File: src/rtl/fetch_unit.sv
// ---------------------------------------------------------------------------
// fetch_unit
//
// Instruction fetch stage. Walks a byte-addressed 8-bit PC, issues one read
// at a time to instruction memory and hands each returned word, tagged with
// its PC, to the IF/ID register. It handles decode back-pressure (stall) and
// redirects from the resolving stage (branch_taken / branch_target),
// including a redirect that arrives while a memory read is still in flight.
//
// Parameters
//   RESET_PC      PC loaded on reset and fetched first after reset release
//   PC_STEP       sequential PC increment in bytes
//
// Ports
//   clk           clock, rising edge
//   rst_n         asynchronous active-low reset
//   stall         decode cannot accept a new instruction
//   branch_taken  one-cycle redirect request
//   branch_target redirect PC, sampled with branch_taken
//   imem_req      memory read request (one outstanding at most)
//   imem_addr     memory read address, stable while imem_req=1
//   imem_ready    memory response strobe, data valid the same cycle
//   imem_rdata    memory read data
//   PC            PC of the presented instruction
//   instruction   presented instruction word
//   valid_PC      PC/instruction pair is valid this cycle
//   flush         one-cycle pulse telling IF/ID to load a bubble
// ---------------------------------------------------------------------------
module fetch_unit #(
  parameter logic [7:0] RESET_PC = 8'h00,
  parameter int         PC_STEP  = 4
) (
  input  logic        clk,
  input  logic        rst_n,
  input  logic        stall,
  input  logic        branch_taken,
  input  logic [7:0]  branch_target,
  output logic        imem_req,
  output logic [7:0]  imem_addr,
  input  logic        imem_ready,
  input  logic [31:0] imem_rdata,
  output logic [7:0]  PC,
  output logic [31:0] instruction,
  output logic        valid_PC,
  output logic        flush
);

  typedef enum logic [1:0] {
    IDLE  = 2'd0,
    FETCH = 2'd1,
    HOLD  = 2'd2,
    DRAIN = 2'd3
  } state_t;

  state_t     state;
  logic [7:0] fetch_pc;
  // Redirect target remembered while the abandoned read is still in flight.
  logic [7:0] drain_tgt;

  // Sequential increment; 8-bit modulo, so FC + 4 wraps to 00 silently.
  function automatic logic [7:0] pc_inc(input logic [7:0] pc);
    pc_inc = pc + 8'(PC_STEP);
  endfunction

  // The read address is the fetch PC itself. In DRAIN the fetch PC is left
  // untouched, which keeps the address of the outstanding read stable.
  assign imem_addr = fetch_pc;

  always_ff @(posedge clk or negedge rst_n) begin
    if (!rst_n) begin
      state       <= IDLE;
      fetch_pc    <= RESET_PC;
      drain_tgt   <= RESET_PC;
      PC          <= 8'h00;
      instruction <= 32'h0;
      valid_PC    <= 1'b0;
      flush       <= 1'b0;
      imem_req    <= 1'b0;
    end else begin
      // flush and valid_PC are single-cycle unless re-asserted below.
      flush    <= 1'b0;
      valid_PC <= 1'b0;

      case (state)
        // One quiet cycle after reset; any late response is ignored here.
        IDLE: begin
          fetch_pc <= RESET_PC;
          imem_req <= 1'b1;
          state    <= FETCH;
        end

        FETCH: begin
          if (branch_taken) begin
            flush <= 1'b1;
            if (imem_ready) begin
              // Response arrives with the redirect: drop it, refetch at target.
              fetch_pc <= branch_target;
            end else begin
              // Read still in flight: let it complete, then discard it.
              drain_tgt <= branch_target;
              state     <= DRAIN;
            end
          end else if (imem_ready) begin
            PC          <= fetch_pc;
            instruction <= imem_rdata;
            valid_PC    <= 1'b1;
            if (stall) begin
              // Keep presenting this word; fetch_pc advances on release.
              imem_req <= 1'b0;
              state    <= HOLD;
            end else begin
              fetch_pc <= pc_inc(fetch_pc);
            end
          end
        end

        // The held pair lives in PC/instruction; valid_PC keeps it presented.
        HOLD: begin
          if (branch_taken) begin
            flush    <= 1'b1;
            fetch_pc <= branch_target;
            imem_req <= 1'b1;
            state    <= FETCH;
          end else if (stall) begin
            valid_PC <= 1'b1;
          end else begin
            fetch_pc <= pc_inc(fetch_pc);
            imem_req <= 1'b1;
            state    <= FETCH;
          end
        end

        // Waiting out an abandoned read; its data is never presented.
        DRAIN: begin
          if (branch_taken) begin
            flush <= 1'b1;
            if (imem_ready) begin
              fetch_pc <= branch_target;
              state    <= FETCH;
            end else begin
              drain_tgt <= branch_target;
            end
          end else if (imem_ready) begin
            fetch_pc <= drain_tgt;
            state    <= FETCH;
          end
        end

        default: begin
          imem_req <= 1'b0;
          state    <= IDLE;
        end
      endcase
    end
  end

endmodule

File: config.mk
export PLATFORM = sky130hd
export DESIGN_NAME = fetch_unit
export DESIGN_NICKNAME = d
export VERILOG_FILES = /design/src/rtl/fetch_unit.sv
export SDC_FILE = /design/constraint.sdc
export NUM_CORES = 1
export LEC_CHECK = 0
export BUFFER_PORTS_ARGS = -buffer_cell sky130_fd_sc_hd__buf_2
export CAP_MARGIN = 15
export CORE_MARGIN = 2
export CORE_UTILIZATION = 25
export DETAILED_ROUTE_END_ITERATION = 7
export RECOVER_POWER = 100
export SLEW_MARGIN = 10
export SYNTH_ARGS = -nofsm -noshare
export SYNTH_HDL_FRONTEND = slang
export SYNTH_SLANG_ARGS = --single-unit
File: constraint.sdc
create_clock -name clk -period 1.84 [get_ports clk]
set_clock_uncertainty 0.1 [all_clocks]
set_input_delay 0.092 -clock clk [delete_from_list [all_inputs] [get_ports clk]]
set_output_delay 0.092 -clock clk [all_outputs]
set_load 0.1 [all_outputs]
* Yosys cells after proc, flatten, opt, wreduce, memory -nomap -nowiden
Cells that the tools add are included.
Operators by class: $add $sub $neg 1, multiply operators 0, divide/modulo/power cells 0, order comparisons 0, equality and inequality tests 12, shifts and indexed selects 0, muxes and demuxes 29, bitwise logic cells 2, reduce and logical (&&, ||, !) cells 9
Operators by type and width (count):
- $mux W8 | 7
- $pmux W8 S4 | 1
- $ne A3 B3 Y1 const B | 5
- $mux W2 | 7
- $mux W1 | 11
- $reduce_and A5 Y1 | 2
- $add A8 B3 Y8 const B | 1
- $ne A2 B2 Y1 const B | 4
- $pmux W2 S4 | 1
- $reduce_and A3 Y1 | 2
- $eq A2 B2 Y1 const B | 2
- $pmux W1 S3 | 1
- $reduce_bool A3 Y1 | 1
- $reduce_or A3 Y1 | 1
- $eq A2 B1 Y1 const B | 1
- $logic_not A2 Y1 | 1
- $not A1 Y1 | 2
- $pmux W1 S2 | 1
- $reduce_and A2 Y1 | 1
- $reduce_or A2 Y1 | 1
Storage, ports and cells: register bits after elaboration 61, latch bits 0, memory bits (writable) 0, ROM bits 0, bits of input ports 45, logic and storage cells 61, memories kept 0

* Longest topological paths before layout
depth in word-level cells 5, gate-level depth with buffers 7, mapped depth without buffers 6

* Worst setup path after synthesis
Ideal clock, no wire load.
path type register to register, start reg fetch_pc[2], in the netlist imem_addr[2], end reg fetch_pc[6], in the netlist imem_addr[6], library setup time 124 ps, data arrival time 1787 ps, data required time 1616 ps, path slack -171 ps, cell stages (with the launch flop) 6, cell sequence dfrtp_1 > ha_1 > nand4b_1 > xnor2_1 > o211ai_1 > nand2_1
Between the ends: word-level cells in the longest chain between the ends 5, elaborated cells between the ends (all ways) 6, those cells by class 1 x add/sub; 5 x mux
RTL lines:
- start: declaration | RTL line 56 | logic [7:0] fetch_pc;
- start signal: assignment | RTL line 97 | fetch_pc <= branch_target;
- start signal: assignment | RTL line 112 | fetch_pc <= pc_inc(fetch_pc);
- start signal: assignment | RTL line 121 | fetch_pc <= branch_target;
- $add A8 B3 Y8 * | RTL line 62 | pc_inc = pc + 8'(PC_STEP);
- $mux W8 * | RTL line 107, 124
- $mux W8 | RTL line 103 | end else if (imem_ready) begin
- $mux W8 | RTL line 93 | if (branch_taken) begin
- $pmux W8 S4 * | RTL line 84 | case (state)
Mark *: on every way between the ends. The rest lies on a longest branch, timed or not. The select of a mux whose other input is x is not followed. A chain may end at the register's enable or synchronous reset.

* Worst setup path after layout
start reg state[0], end reg state[0]
Between the ends: word-level cells in the longest chain between the ends 3, elaborated cells between the ends (all ways) 11, those cells by class 8 x eq/ne; 1 x mux; 2 x reduce/logical
RTL lines:
- start: declaration | RTL line 55 | state_t state;
- start signal: assignment | RTL line 71 | state <= IDLE;
- start signal: assignment | RTL line 89 | state <= FETCH;
- start signal: assignment | RTL line 101 | state <= DRAIN;
- $eq A2 B1 Y1 / $eq A2 B2 Y1 (equally long branches) | RTL line 84
- $ne A3 B3 Y1 (no source line) / $ne A2 B2 Y1 (equally long branches)
- $reduce_and A5 Y1 (no source line)
Parallel ways exist; a longest one is shown, timed or not.

==> out/qor.txt <==
outcome -> finished clean
synthesized flop and latch total -> 61
FP Rows -> 38
Distinct cells, synth -> 41
# DRC -> 0
first-pass GRT wire length -> 10700 µm
Crit. path cell count -> 6
# port buffers -> 95
number of synthesized flops with an enable pin -> 0
Synth Area in Compound Gates -> 0.112
worst setup path class -> flop to flop
initial antenna violation count -> 0
Critical Path Sink -> state[0]$_DFFE_PN0P_
Worst Path Required -> 1960 ps
post-synthesis adder-cell area fraction -> 0.0274
slowest library cell on the worst path -> dfrtp_2
detailed placement HPWL -> 4620 µm
placed inst area -> 3460 µm²
syn_nets -> 256
clock root buffer -> clkbuf_8
count leader, synth -> dfrtp_1
Async SR Flop Fraction -> 1.00
multi-input logic area -> 1170 µm²
Fmax -> 573 MHz
htree depth -> 3
Die H -> 109 µm
Reg2Reg Capture Point -> state[0]$_DFFE_PN0P_
final instance area -> 4160 µm²
Gate Count Post-Synth -> 205
Antenna Diode Count -> 0
Hold Vio Cnt, Final -> 0
crit path launch type -> flop
post-route ant nets -> 0
CTS buffer count -> 9
worst stage delay on the critical path -> 430 ps
Die X-Extent -> 109 µm
vias in the first global route -> 2111
Post-synth top cells -> dfrtp_1, mux2_2, nor2_1
Clock Tree Buf Depth -> 2
predominant post-synthesis flop cell -> dfrtp_1
Worst-Skew Late Latency -> 330 ps
yosys warns -> 0
Setup violations, final -> 0
Synth area leaders -> dfrtp_1, mux2_2, ha_1
fin crit period -> 1750 ps
multiplexer area fraction after synthesis -> 0.212
CP Launch Point -> state[0]$_DFFE_PN0P_
Routed wire per std cell -> 13.6 µm
CTS tree -> built
vias -> 2162
nets@finish -> 405
die area -> 11800 µm²
largest family of logic cells by synthesized area -> multiplexers
Seq/Total Area, Yosys -> 0.557
synthesized cell area -> 2740 µm²
Slew HR -> 0.437
Starting DRT DRC Count -> 122
placer congestion estimate -> 0.848
Clock Pin Slew Worst Setup and Hold Paths -> 60 ps
All-Layer GR Usage -> 0.119
worst-margin pin slew -> 845 ps
Initial Utilization -> 0.254
Max Slew Vio Count -> 0
Reg area -> 1530 µm²
FF-to-FF path depth -> 6
xor/xnor share of the synthesized area -> 0.0128
Setup crit end kind -> flop
vias per std cell -> 4.33
share of the synthesized area in the top cell type -> 0.557
CP arrival -> 1860 ps
Buf+Inv Stages, Crit Path -> 1
fill cell count -> 1027
Max Cap Violations -> 0
Mean Syn Cell Area -> 13.4 µm²
worst min-delay path class -> input pin to flop
synthesis-to-layout area growth -> 51.6%
core area -> 10800 µm²
Reg-to-Reg Start -> state[0]$_DFFE_PN0P_
Simple-Gate Fraction of Synth Area -> 0.0484
flop2flop setup slack -> 90 ps
CP delay by family, top -> multiplexers
ratio of cells with drive above 1 in the final layout -> 0.513
I/O pins -> 96
CP cell instances -> inv_1 -> ha_2 -> mux2i_1 -> nor2_1 -> a311oi_2 -> mux2_1
cell taking the most area after synthesis -> dfrtp_1
period utilisation layout -> 0.948
drt pass-1 iters -> 4
Sink Count -> 61
GR Overflow Total -> 0
largest net degree at the start of global routing -> 62
Post-Route WL -> 6810 µm
Critical Path Fanout Max -> 8
state kept, by name, summed over array words and instances (netlist names):
name / count
PC: 8
imem_req: 1
instruction: 32
imem_addr: 8
drain_tgt: 8
flush: 1
state: 2
valid_PC: 1
repair_timing:
action	in CTS	in global routing
buffers inserted	0	1
setup endpoints to repair	28	10
pin swaps	0	0
hold endpoints to repair	108	0
gates resized for setup	2	8
hold buffers	41	0
area by class of cell:
class / instances / area share
Timing Repair Buffer: 147 / 0.239
Clock inverter: 3 / 0.0217
Inverter: 7 / 0.00632
Clock buffer: 13 / 0.0406
Tap cell: 140 / 0.0421
Multi-Input combinational cell: 128 / 0.282
Sequential cell: 61 / 0.368
worst reg2reg max path: stages, from the launching register on:
cell and delay (ps):
dfrtp_2 430, inv_1 80, ha_2 240, mux2i_1 140
nor2_1 60, a311oi_2 240, mux2_1 340
placed cells by master, fill, tap and decap left out, types with 2 or more instances in the layout:
cell,instances
o2bb2ai_1,4
dfrtp_1,57
dlygate4sd3_1,41
mux2_2,43
o21ai_1,2
a22oi_1,6
nand3_1,2
a21oi_1,4
bufinv_16,3
o21ai_0,4
nand4b_1,2
xnor2_1,4
nand2b_1,2
inv_2,2
buf_2,95
dfrtp_2,4
ha_2,3
mux2_1,6
buf_12,2
o21ba_2,2
nand2_1,6
ha_1,2
inv_1,5
buf_4,8
a21oi_2,2
mux2i_1,3
nor2_1,7
clkbuf_8,12
o22ai_1,3
a221oi_1,2
o211ai_1,2
worst min path at each step:
stage,startpoint,end,slack (ps),cells past startpoint
detailed placement,rst_n,instruction[22]$_DFFE_PN0P_,30,2
floorplan,rst_n,PC[0]$_DFFE_PN0P_,-300,0
CTS,branch_taken,imem_addr[6]$_DFFE_PN0P_,130,3
finish,branch_taken,imem_addr[6]$_DFFE_PN0P_,160,3
global placement,rst_n,instruction[27]$_DFFE_PN0P_,30,2
global route,branch_taken,flush$_DFF_PN0_,180,3
per-layer routing:
layer | routed length [µm] | GRT usage
met5 | 0 | 0
met4 | 78 | 0.0412
met3 | 372 | 0.0377
met2 | 3370 | 0.207
met1 | 2980 | 0.139
kinds of logic after synthesis:
family | Yosys count
xor gates and xnor gates | 4
muxes | 52
adders and majority gates | 6
buffers and inverters | 16
DFF | 61
and+or+nand+nor | 26
AOI/OAI and AO/OA | 40
through the flow:
step                hold WS (ps)  worst slack, ps   util  setup TNS (ps)  std cells
floorplan                   -304             54.6      -               0        205
global placement            27.3             8.95  0.320               0        441
detailed placement          30.4            -27.3  0.320            -184        441
CTS                          132             9.20  0.383               0        498
global route                 180            -4.00  0.385           -4.00        499
finish                       159             94.9  0.385               0        499
Power is not shown: default switching activity piles up to over one toggle a cycle in this logic, so the estimate is an artifact.
